### config.mk
export PLATFORM = sky130hd
export DESIGN_NAME = fpu_arbiter
export DESIGN_NICKNAME = d
export VERILOG_FILES = /design/src/rtl/fpu_arbiter.sv
export SDC_FILE = /design/constraint.sdc
export NUM_CORES = 1
export LEC_CHECK = 0
export CAP_MARGIN = 30
export CORE_MARGIN = 4
export CORE_UTILIZATION = 42
export CTS_CLUSTER_DIAMETER = 150
export DETAILED_ROUTE_END_ITERATION = 16
export PLACE_DENSITY = 0.86
export SYNTH_ARGS = -nofsm -noshare
export SYNTH_HDL_FRONTEND = slang
export SYNTH_SLANG_ARGS = --single-unit
### constraint.sdc
create_clock -name clock100KHz -period 2.6 [get_ports clock100KHz]
set_input_delay 0.26 -clock clock100KHz [delete_from_list [all_inputs] [get_ports clock100KHz]]
set_output_delay 0.26 -clock clock100KHz [all_outputs]
set_load 0.02 [all_outputs]
### src/rtl/fpu_arbiter.sv
// fpu_arbiter: shares one free-running fpu adder between two requesters.
// The granted operands are registered onto the fpu inputs and held for
// WAIT_CYCLES. The fpu result and status are then captured and returned on a
// tagged response channel. Grants are round-robin between the two requesters.
//
// Handshake semantics (all channels): a transfer happens at a rising edge of
// clock100KHz where valid && ready are both high. valid, once raised by the
// source, is expected to stay high with stable payload until that transfer.
// ready never depends on the ready of a downstream channel in the same cycle.
// rsp_valid/rsp_id/rsp_data/rsp_status stay stable until the transfer.
module fpu_arbiter #(
  parameter int WAIT_CYCLES = 72,
  parameter int CNT_W       = 7
) (
  input  logic        clock100KHz,
  input  logic        reset,
  input  logic        req0_valid,
  output logic        req0_ready,
  input  logic [31:0] req0_a,
  input  logic [31:0] req0_b,
  input  logic        req1_valid,
  output logic        req1_ready,
  input  logic [31:0] req1_a,
  input  logic [31:0] req1_b,
  output logic [31:0] fpu_op_a,
  output logic [31:0] fpu_op_b,
  input  logic [31:0] fpu_data,
  input  logic [3:0]  fpu_status,
  output logic        rsp_valid,
  input  logic        rsp_ready,
  output logic        rsp_id,
  output logic [31:0] rsp_data,
  output logic [3:0]  rsp_status,
  output logic        busy
);

  typedef enum logic [1:0] {
    S_IDLE = 2'd0,
    S_WAIT = 2'd1,
    S_RESP = 2'd2
  } state_t;

  // Last settle cycle: capture happens when the counter reaches it.
  localparam logic [CNT_W-1:0] CNT_LAST = CNT_W'(WAIT_CYCLES - 1);
  localparam logic [CNT_W-1:0] CNT_ONE  = CNT_W'(1);

  state_t           state;
  state_t           state_next;
  logic [CNT_W-1:0] cnt;
  logic             last_grant;

  logic             any_valid;
  logic             sel_id;
  logic [31:0]      sel_a;
  logic [31:0]      sel_b;
  logic             grant;
  logic             cnt_done;
  logic             rsp_fire;

  // Round-robin selection: a lone requester wins, a tie goes to the one
  // that was not granted last time.
  always_comb begin
    any_valid = req0_valid | req1_valid;
    if (req0_valid && req1_valid) begin
      sel_id = ~last_grant;
    end else begin
      sel_id = req1_valid;
    end
    sel_a = sel_id ? req1_a : req0_a;
    sel_b = sel_id ? req1_b : req0_b;
  end

  // Qualified events used by both the FSM and the datapath.
  always_comb begin
    grant    = (state == S_IDLE) && any_valid;
    cnt_done = (cnt == CNT_LAST);
    rsp_fire = (state == S_RESP) && rsp_ready;
  end

  // State register.
  always_ff @(posedge clock100KHz or negedge reset) begin
    if (!reset) begin
      state <= S_IDLE;
    end else begin
      state <= state_next;
    end
  end

  // Next-state logic: IDLE -> WAIT on grant, WAIT -> RESP at end of settle
  // window, RESP -> IDLE on response handshake (no grant in that same cycle).
  always_comb begin
    state_next = state;
    case (state)
      S_IDLE: begin
        if (grant) begin
          state_next = S_WAIT;
        end
      end
      S_WAIT: begin
        if (cnt_done) begin
          state_next = S_RESP;
        end
      end
      S_RESP: begin
        if (rsp_ready) begin
          state_next = S_IDLE;
        end
      end
      default: begin
        state_next = S_IDLE;
      end
    endcase
  end

  // Outputs decoded from state: only the selected requester sees ready, and
  // only while idle.
  always_comb begin
    req0_ready = 1'b0;
    req1_ready = 1'b0;
    busy       = 1'b1;
    case (state)
      S_IDLE: begin
        busy       = 1'b0;
        req0_ready = any_valid && !sel_id;
        req1_ready = any_valid &&  sel_id;
      end
      default: begin
        busy = 1'b1;
      end
    endcase
  end

  // Datapath: latch operands on grant, run the settle counter, capture the
  // fpu outputs at the end of the window and hold them until accepted.
  always_ff @(posedge clock100KHz or negedge reset) begin
    if (!reset) begin
      fpu_op_a   <= 32'd0;
      fpu_op_b   <= 32'd0;
      rsp_valid  <= 1'b0;
      rsp_id     <= 1'b0;
      rsp_data   <= 32'd0;
      rsp_status <= 4'd0;
      cnt        <= '0;
      last_grant <= 1'b1;
    end else begin
      if (grant) begin
        fpu_op_a   <= sel_a;
        fpu_op_b   <= sel_b;
        rsp_id     <= sel_id;
        last_grant <= sel_id;
        cnt        <= '0;
      end
      if (state == S_WAIT) begin
        if (cnt_done) begin
          rsp_data   <= fpu_data;
          rsp_status <= fpu_status;
          rsp_valid  <= 1'b1;
        end else begin
          cnt <= cnt + CNT_ONE;
        end
      end
      if (rsp_fire) begin
        rsp_valid <= 1'b0;
      end
    end
  end

endmodule

==> summary by stage, run 1 <==
Yosys
When the netlist entered floorplanning its net count stood at 551. Synthesis inferred 112 register bits. The sequential element share of the synthesized area is 0.565. After synthesis, the cell types taking the most area are sky130_fd_sc_hd__dfrtp_1 56%, sky130_fd_sc_hd__mux2_4 8.8%, sky130_fd_sc_hd__a221o_1 7.9%, sky130_fd_sc_hd__mux2i_1 5.8%, sky130_fd_sc_hd__o21ai_0 5.6%. Of all cell types, the one taking the most synthesized area is sky130_fd_sc_hd__dfrtp_1. By count the netlist is led by 111 x sky130_fd_sc_hd__dfrtp_1, 56 x sky130_fd_sc_hd__o21ai_0, 41 x sky130_fd_sc_hd__and3_1. The synthesized netlist occupies a cell area of 4970 sq um. By instance count, the leading cell after synthesis is sky130_fd_sc_hd__dfrtp_1. Synthesis produced 381 cells. The share of flip-flops with an asynchronous set or reset after synthesis is 1.00.

The number of different library cells in the post-synthesis netlist is 36. The share of synthesized area in the top cell type comes to 0.559. During synthesis, Yosys emitted a total of 0 warnings. The per-instance average area after synthesis is 13.0 sq um. The synthesized design contains 0 enable-type register cells. The most used flip-flop cell after synthesis is sky130_fd_sc_hd__dfrtp_1.

Detailed routing
After detailed routing, the number of vias per cell comes to 5.38. The first routing iteration left 236 violations. The total vias in the final route is 4,257. The detail route stage leaves a number of antenna-violating nets equal to 0. The mean routed wirelength per cell is 19.0 microns.

The final wirelength is 15.1 mm. The total DRC errors in the routed layout is 0. The number of iterations in the first detailed-routing pass is 4.

Die
The width of the chip is 117 microns. 274 I/O pins were placed. The site row count is 39.

The effective utilization at floorplan is 0.431. The die height is 117 microns. The core region area is 11,500 sq um. The die area is 13,600 sq um.

Global routing
The maximum number of pins on one net before global-route repair is 69. The number of antenna violations at the first check in global routing was 0. The number of global-route vias before repair came to 4,544. The residual overflow from global routing is 0. The first global-routing pass estimated 23.0 mm of wire. The overall fraction of global-route tracks in use is 0.217.

Outcome
The run finished with clean final reports.

Timing
The final critical-path required period is 2.38 ns. The number of max-slew violations in the final report is 0. The number of failing hold endpoints at the final stage is 0. Setup repair after global routing left no endpoint under its margin.

The setup TNS after final layout is 0 ns. The worst clock skew on the final layout is 0.00781 ns. The worst pin sits at a relative slew slack of 0.662.

The achievable frequency is 0.420 GHz. The final cycle utilization of the critical path is 0.917. On the final layout, the worst hold slack is 0.314 ns.

The setup-violating endpoint count in the final report is 0. For the pin with the worst max-slew slack, the measured transition is 0.506 ns.

Clocking
For this design, the sink count on the clock tree is 112. The CTS root buffer is sky130_fd_sc_hd__clkbuf_16. In this run, CTS created clock tree buffers numbering 9. The insertion delay of the later-clocked pin in the worst-skew pair is 0.34 ns. The clock passes through at most 2 buffers. After clock tree synthesis, the setup repair step added 0 buffers. The clock slew seen by the registers of the worst setup and hold paths is 0.07 ns. The clock tree synthesis step divided the H-tree into 3 levels.

TritonCTS built the clock tree.

Setup path
The maximum fanout encountered on the critical timing path is 24. STA classifies the critical path startpoint as a flop. STA puts the critical path data arrival time at 2.12 ns.

At the worst endpoint, the required time is 2.34 ns. STA classifies the critical path endpoint as an output port. The critical path is of the flop to output port type.

Finish
The net count of the finished layout is 813. The end-of-flow core utilization is 0.711. The number of fill cells in the layout is 817. The growth of design area from synthesis to finish is 64.9%. After routing the design area is 8190 sq um.

0 antenna diodes ended up in the layout. Of the cells placed in the final design, the portion with a size suffix greater than 1 is 0.110.

Flow run
The number of maximum-capacitance constraint violations is 0.

Power
Power spread over the standard cell area amounts to 1030 nW/um^2. The worst supply voltage drop on vdd is 550 uV. The static power due to leakage is 3.64 nW.

Placed design
The number of port buffers is 273. At the end of routability-driven placement, the weighted congestion stood at 0.781. Summing all placed instances gives a cell area of 7860 sq um. Detailed placement finished with a half-perimeter wire length of 11.2 mm.

Worst hold path
In this run the worst hold path is classified as input port to async pin.
-- cell type report --
cell class | instances | area (sq um) | share of cell area
timing repair buffer | 283 | 2860 | 0.349
tap | 143 | 179 | 0.0218
multi-input combinational | 234 | 2020 | 0.246
inverter | 3 | 11.3 | 0.00138
clock buffer | 9 | 225 | 0.0275
clock inverter | 7 | 96.3 | 0.0118
sequential | 112 | 2800 | 0.342
-- path summary, 6_finish.rpt --
| path | slack (ns) | depth (start not counted) | end | from |
|---|---|---|---|---|
| max | 0.22 | 3 | req1_ready | state[1] |
| min in group clock100KHz | 0.51 | 2 | fpu_op_a[24] | fpu_op_a[24] |
| max in group asynchronous | 1.56 | 3 | fpu_op_b[11] | reset |
| min | 0.31 | 2 | rsp_data[16] | reset |
| max reg2reg | 0.73 | 4 | fpu_op_b[3] | state[1] |
| min reg2reg | 0.51 | 2 | fpu_op_a[24] | fpu_op_a[24] |
-- critical path, cell delays in order, from the launching register on --
cell	delay, ns
sky130_fd_sc_hd__dfrtp_1	0.44
sky130_fd_sc_hd__nor2_4	0.45
sky130_fd_sc_hd__and2_1	0.27
sky130_fd_sc_hd__clkdlybuf4s50_1	0.63
-- flip-flops by register name, summed over array words and instances, names as in the netlist, 2 cells and up --
signal and cells:
cnt 7, fpu_op_a 32, fpu_op_b 32, rsp_data 32, rsp_status 4, state 2
-- per-stage QoR --
| step | worst slack, ns | instances | power, mW |
|---|---|---|---|
| 2_1_floorplan | 1.02 | 381 | 4.91 |
| 3_3_place_gp | 0.453 | 774 | 6.90 |
| 3_5_place_dp | 0.386 | 774 | 7.04 |
| 4_1_cts | 0.185 | 791 | 8.54 |
| 5_1_grt | 0.0978 | 791 | 8.90 |
| 6_report | 0.217 | 791 | 8.45 |
-- what timing repair did --
item | 4_1_cts | 5_1_grt
hold buffers | 1 | 0
endpoints found under the hold margin | 12 | 0
resized for setup | 0 | 0
setup endpoints to repair | 0 | 0
-- report_power, final --
group	switching [mW]	total, mW	leakage [nW]	internal [mW]
Clock	0.623	1.47	0.148	0.845
Combinational	1.86	4.01	2.13	2.15
Sequential	0.467	2.97	1.36	2.50
Total	2.95	8.45	3.64	5.50
-- layout by cell type, fill, tap and decap left out, types with 2 or more instances in the layout --
master	count
sky130_fd_sc_hd__clkinvlp_4	3
sky130_fd_sc_hd__nand3_1	3
sky130_fd_sc_hd__nand2_1	2
sky130_fd_sc_hd__o21ai_0	56
sky130_fd_sc_hd__nand2b_1	4
sky130_fd_sc_hd__o31ai_1	2
sky130_fd_sc_hd__mux2_4	29
sky130_fd_sc_hd__buf_4	6
sky130_fd_sc_hd__dfrtp_1	111
sky130_fd_sc_hd__a221o_1	39
sky130_fd_sc_hd__o221ai_1	2
sky130_fd_sc_hd__and2_1	2
sky130_fd_sc_hd__clkdlybuf4s50_1	272
sky130_fd_sc_hd__mux2i_1	29
sky130_fd_sc_hd__buf_12	4
sky130_fd_sc_hd__and3_1	41
sky130_fd_sc_hd__a21o_1	2
sky130_fd_sc_hd__mux2_2	7
sky130_fd_sc_hd__inv_1	3
sky130_fd_sc_hd__bufinv_16	2
sky130_fd_sc_hd__clkbuf_16	9
-- per-layer routing --
layer	part of all wire	track usage
met5	0	0
met4	0.035	0.0971
met3	0.083	0.0617
met2	0.50	0.369
met1	0.38	0.254
-- cells by family after synthesis --
group / synth area share
AO/OA/AOI/OAI: 0.156
adder cells (fa/ha/maj): 0.00252
buffers and inverters: 0.0345
flip-flops: 0.565
multiplexers: 0.162
AND/OR/NAND/NOR: 0.0804
Power figures use the tool's default switching activity.
==> run 2: changes to the inputs <==
--- a/config.mk
+++ b/config.mk
@@ -5,7 +5,8 @@
 export SDC_FILE = /design/constraint.sdc
 export NUM_CORES = 1
 export LEC_CHECK = 0
-export CAP_MARGIN = 30
+export ABC_AREA = 0
+export CAP_MARGIN = 20
 export CORE_MARGIN = 4
 export CORE_UTILIZATION = 42
 export CTS_CLUSTER_DIAMETER = 150
==> results of run 2 <==
Final layout, timing and power as in run 1 (identical DEF).
==> run 3: changes to the inputs <==
--- a/config.mk
+++ b/config.mk
@@ -12,6 +12,7 @@
 export CTS_CLUSTER_DIAMETER = 150
 export DETAILED_ROUTE_END_ITERATION = 16
 export PLACE_DENSITY = 0.86
+export RECOVER_POWER = 50
 export SYNTH_ARGS = -nofsm -noshare
 export SYNTH_HDL_FRONTEND = slang
 export SYNTH_SLANG_ARGS = --single-unit
==> summary by stage, run 3 (same netlist as run 1, synthesis figures left out) <==
Outcome
The run finished with clean final reports.

Global routing
The number of antenna violations at the first check in global routing is 0 (unchanged). The residual overflow from global routing is 0 (unchanged). The first-pass GRT wire length is 23.0 mm (unchanged).

The number of global-route vias before repair is 4,544 (unchanged). The overall fraction of global-route tracks in use is 0.217 (unchanged). The maximum number of pins on one net before global-route repair was 69 (unchanged).

Detailed routing
The number of nets still failing antenna checks after routing was 0 (unchanged). The number of iterations in the first detailed-routing pass came to 5 (+1). The mean routed wirelength per cell is 19.0 microns (about the same). The total DRC errors in the routed layout came to 0 (unchanged).

The DRC marker count from the first detailed-route iteration is 239 (+1.3%). The via density per instance is 5.38 (about the same). The final wirelength came to 15.0 mm (about the same).

The total vias in the final route is 4,258 (+0.023%).

Timing
The achievable frequency came to 0.419 GHz (-0.20%). The setup-violating endpoint count in the final report is 0 (unchanged). The final cycle utilization of the critical path came to 0.918 (+0.00184).

The worst path setup slack after routing is 0.212 ns (-0.00478 ns). Setup repair after global routing left no endpoint under its margin. The setup TNS after final layout was 0 ns (unchanged). The measured slew at the worst slew-check pin is 0.903 ns (+0.397 ns). The worst clock skew on the final layout is 0.00794 ns (+0.000130 ns). The headroom to the max-slew limit is 0.398 (-0.264). The number of max-slew violations in the final report is 0 (unchanged). The number of failing hold endpoints at the final stage is 0 (unchanged). The final critical-path required period is 2.39 ns (+0.00478 ns).

Finish
The net count of the finished layout is 813 (unchanged). The share of final-layout standard cells stronger than drive strength 1 is 0.106 (-0.00309). In the layout the commonest cells are 222 x sky130_fd_sc_hd__clkdlybuf4s50_1, 111 x sky130_fd_sc_hd__dfrtp_1, 57 x sky130_fd_sc_hd__o21ai_0, 51 x sky130_fd_sc_hd__dlygate4sd3_1, 41 x sky130_fd_sc_hd__and3_1.

The end-of-flow core utilization came to 0.709 (-0.00196). The largest registers in the layout are fpu_op_a: 32 flops, fpu_op_b: 32 flops, rsp_data: 32 flops. The number of antenna cells inserted was 0 (unchanged).

The cell area after layout is 8170 sq um (-0.27%). The library cell used most frequently in the layout, excluding fill and tap cells, is sky130_fd_sc_hd__clkdlybuf4s50_1. The area of combinational cells with multiple inputs came to 2010 sq um (-0.19%). The number of fill cells in the layout came to 819 (+0.24%). The growth of design area from synthesis to finish is 64.4%.

The area taken by flip-flops and latches is 2800 sq um (unchanged).

Power
The net switching power of the design is 2.93 mW (-0.70%). The worst supply voltage drop on vdd is 547 uV (-0.50%). The share of power burned in registers is 0.356 (+0.004).

The total power density per cell area is 1020 nW/um^2 (-1.5%). The net switching fraction of the power is 0.353 (+0.00381). The share of total power in combinational logic is 0.468 (-0.007). The static power due to leakage is 3.67 nW (+0.84%).

The relative contribution of the clock network to total power is 0.176 (+0.002). The total internal power is 5.37 mW (-2.4%). The final total power is 8.30 mW (-1.8%).

Die
The die area was 13,600 sq um (unchanged). The site row count is 39 (unchanged). The effective utilization at floorplan was 0.431 (unchanged). The number of top-level pins came to 274 (unchanged). The width of the chip is 117 microns (unchanged). The die height is 117 microns (unchanged). The core region area came to 11,500 sq um (unchanged).

Setup path
The first element of the critical path is state[1]. The classification of the worst setup path is flop to output port. STA classifies the critical path startpoint as a flop. The data required time of the critical path is 2.34 ns (about the same). In this run the critical register-to-register path is launched from state[1]. The maximum fanout encountered on the critical timing path is 24 (unchanged).

The worst setup path is captured at an output port. The worst path arrival time is 2.13 ns (about the same). The worst register-to-register path ends at fpu_op_b[25]. The length in cells of the worst reg-to-reg path is 4 (unchanged). The minimum setup slack among reg-to-reg paths was 0.71 ns (-0.02 ns). The capture point of the critical path is req1_ready.

Worst hold path
The worst hold path begins at fpu_op_a[4]. The min-delay analysis places its worst path in the category flop to flop.

Placed design
The number of port buffers is 273 (unchanged). The weighted congestion reported at the end of routability-driven placement was 0.781 (unchanged). The placed wire-length estimate was 11.2 mm (unchanged).

The total placed instance area was 7860 sq um (unchanged). The worst slack at placement is 0.386 ns (unchanged).

Clocking
The clock sink count is 112 (unchanged). The cell sitting at the root of the clock tree is a sky130_fd_sc_hd__clkbuf_16. The maximum clock path buffer count is 2 (unchanged).

The insertion delay of the later-clocked pin in the worst-skew pair was 0.33 ns (about the same). The count of instances resized after the clock tree is built is 0 (unchanged). TritonCTS built the clock tree. The total clock buffers created by CTS is 9 (unchanged). The clock slew seen by the registers of the worst setup and hold paths is 0.07 ns (about the same). The H-tree depth is 3 (unchanged).

Flow run
The number of maximum-capacitance constraint violations is 0 (unchanged).
run 3: changes by cell type in the layout (fill, tap and decap cells not counted), sizes merged:
cell and delta:
buf -3, clkbuf +3, clkdlybuf4s50 -50, dlygate4sd3 +50
run 3: area by class of cell:
cell class / count / share of cell area
repair buffers: 283 / 0.348
flip-flops and latches: 112 / 0.343
multi-input cells: 234 / 0.246
clock buffers: 9 / 0.0276
well taps: 143 / 0.0219
clock inverters: 7 / 0.0118
inverters: 3 / 0.00138
run 3: repair_timing:
item                                   in CTS  in global routing
buffers inserted                            0                  0
hold buffers                                1                  0
endpoints found under the hold margin      12                  0
run 3: critical path, stage by stage, from the launching register on:
cell	delay (ns)
sky130_fd_sc_hd__dfrtp_1	0.44
sky130_fd_sc_hd__nor2_4	0.45
sky130_fd_sc_hd__and2_1	0.27
sky130_fd_sc_hd__clkdlybuf4s50_1	0.63
run 3: layer usage:
metal	routed length, microns	track usage	part of all wire
met1	5660	0.254	0.38
met2	7570	0.369	0.50
met3	1260	0.0617	0.084
met4	554	0.0971	0.037
met5	0	0	0
run 3: per-stage QoR:
stage / cells / hold WS (ns)
detailed placement: 774 / 0.126
CTS: 791 / 0.313
global placement: 774 / 0.121
floorplan: 381 / -0.0356
finish: 791 / 0.501
global route: 791 / 0.517
run 3: how the worst min path moves through the flow:
| stage | end | cells after the start |
|---|---|---|
| after global routing | rsp_data[20] | 1 |
| after CTS | rsp_data[16] | 2 |
| after floorplan | cnt[0] | 0 |
| final | fpu_op_a[4] | 2 |
| after global placement | rsp_data[16] | 1 |
| after detailed placement | rsp_data[16] | 1 |
run 3: power by group through the flow:
stage	clock [mW]	combinational, mW	sequential [mW]
after floorplan	0	1.11	3.80
after global placement	0	3.95	2.95
after CTS	1.51	4.06	2.98
after detailed placement	0	4.04	3.00
after global routing	1.57	4.13	3.05
final	1.46	3.88	2.96
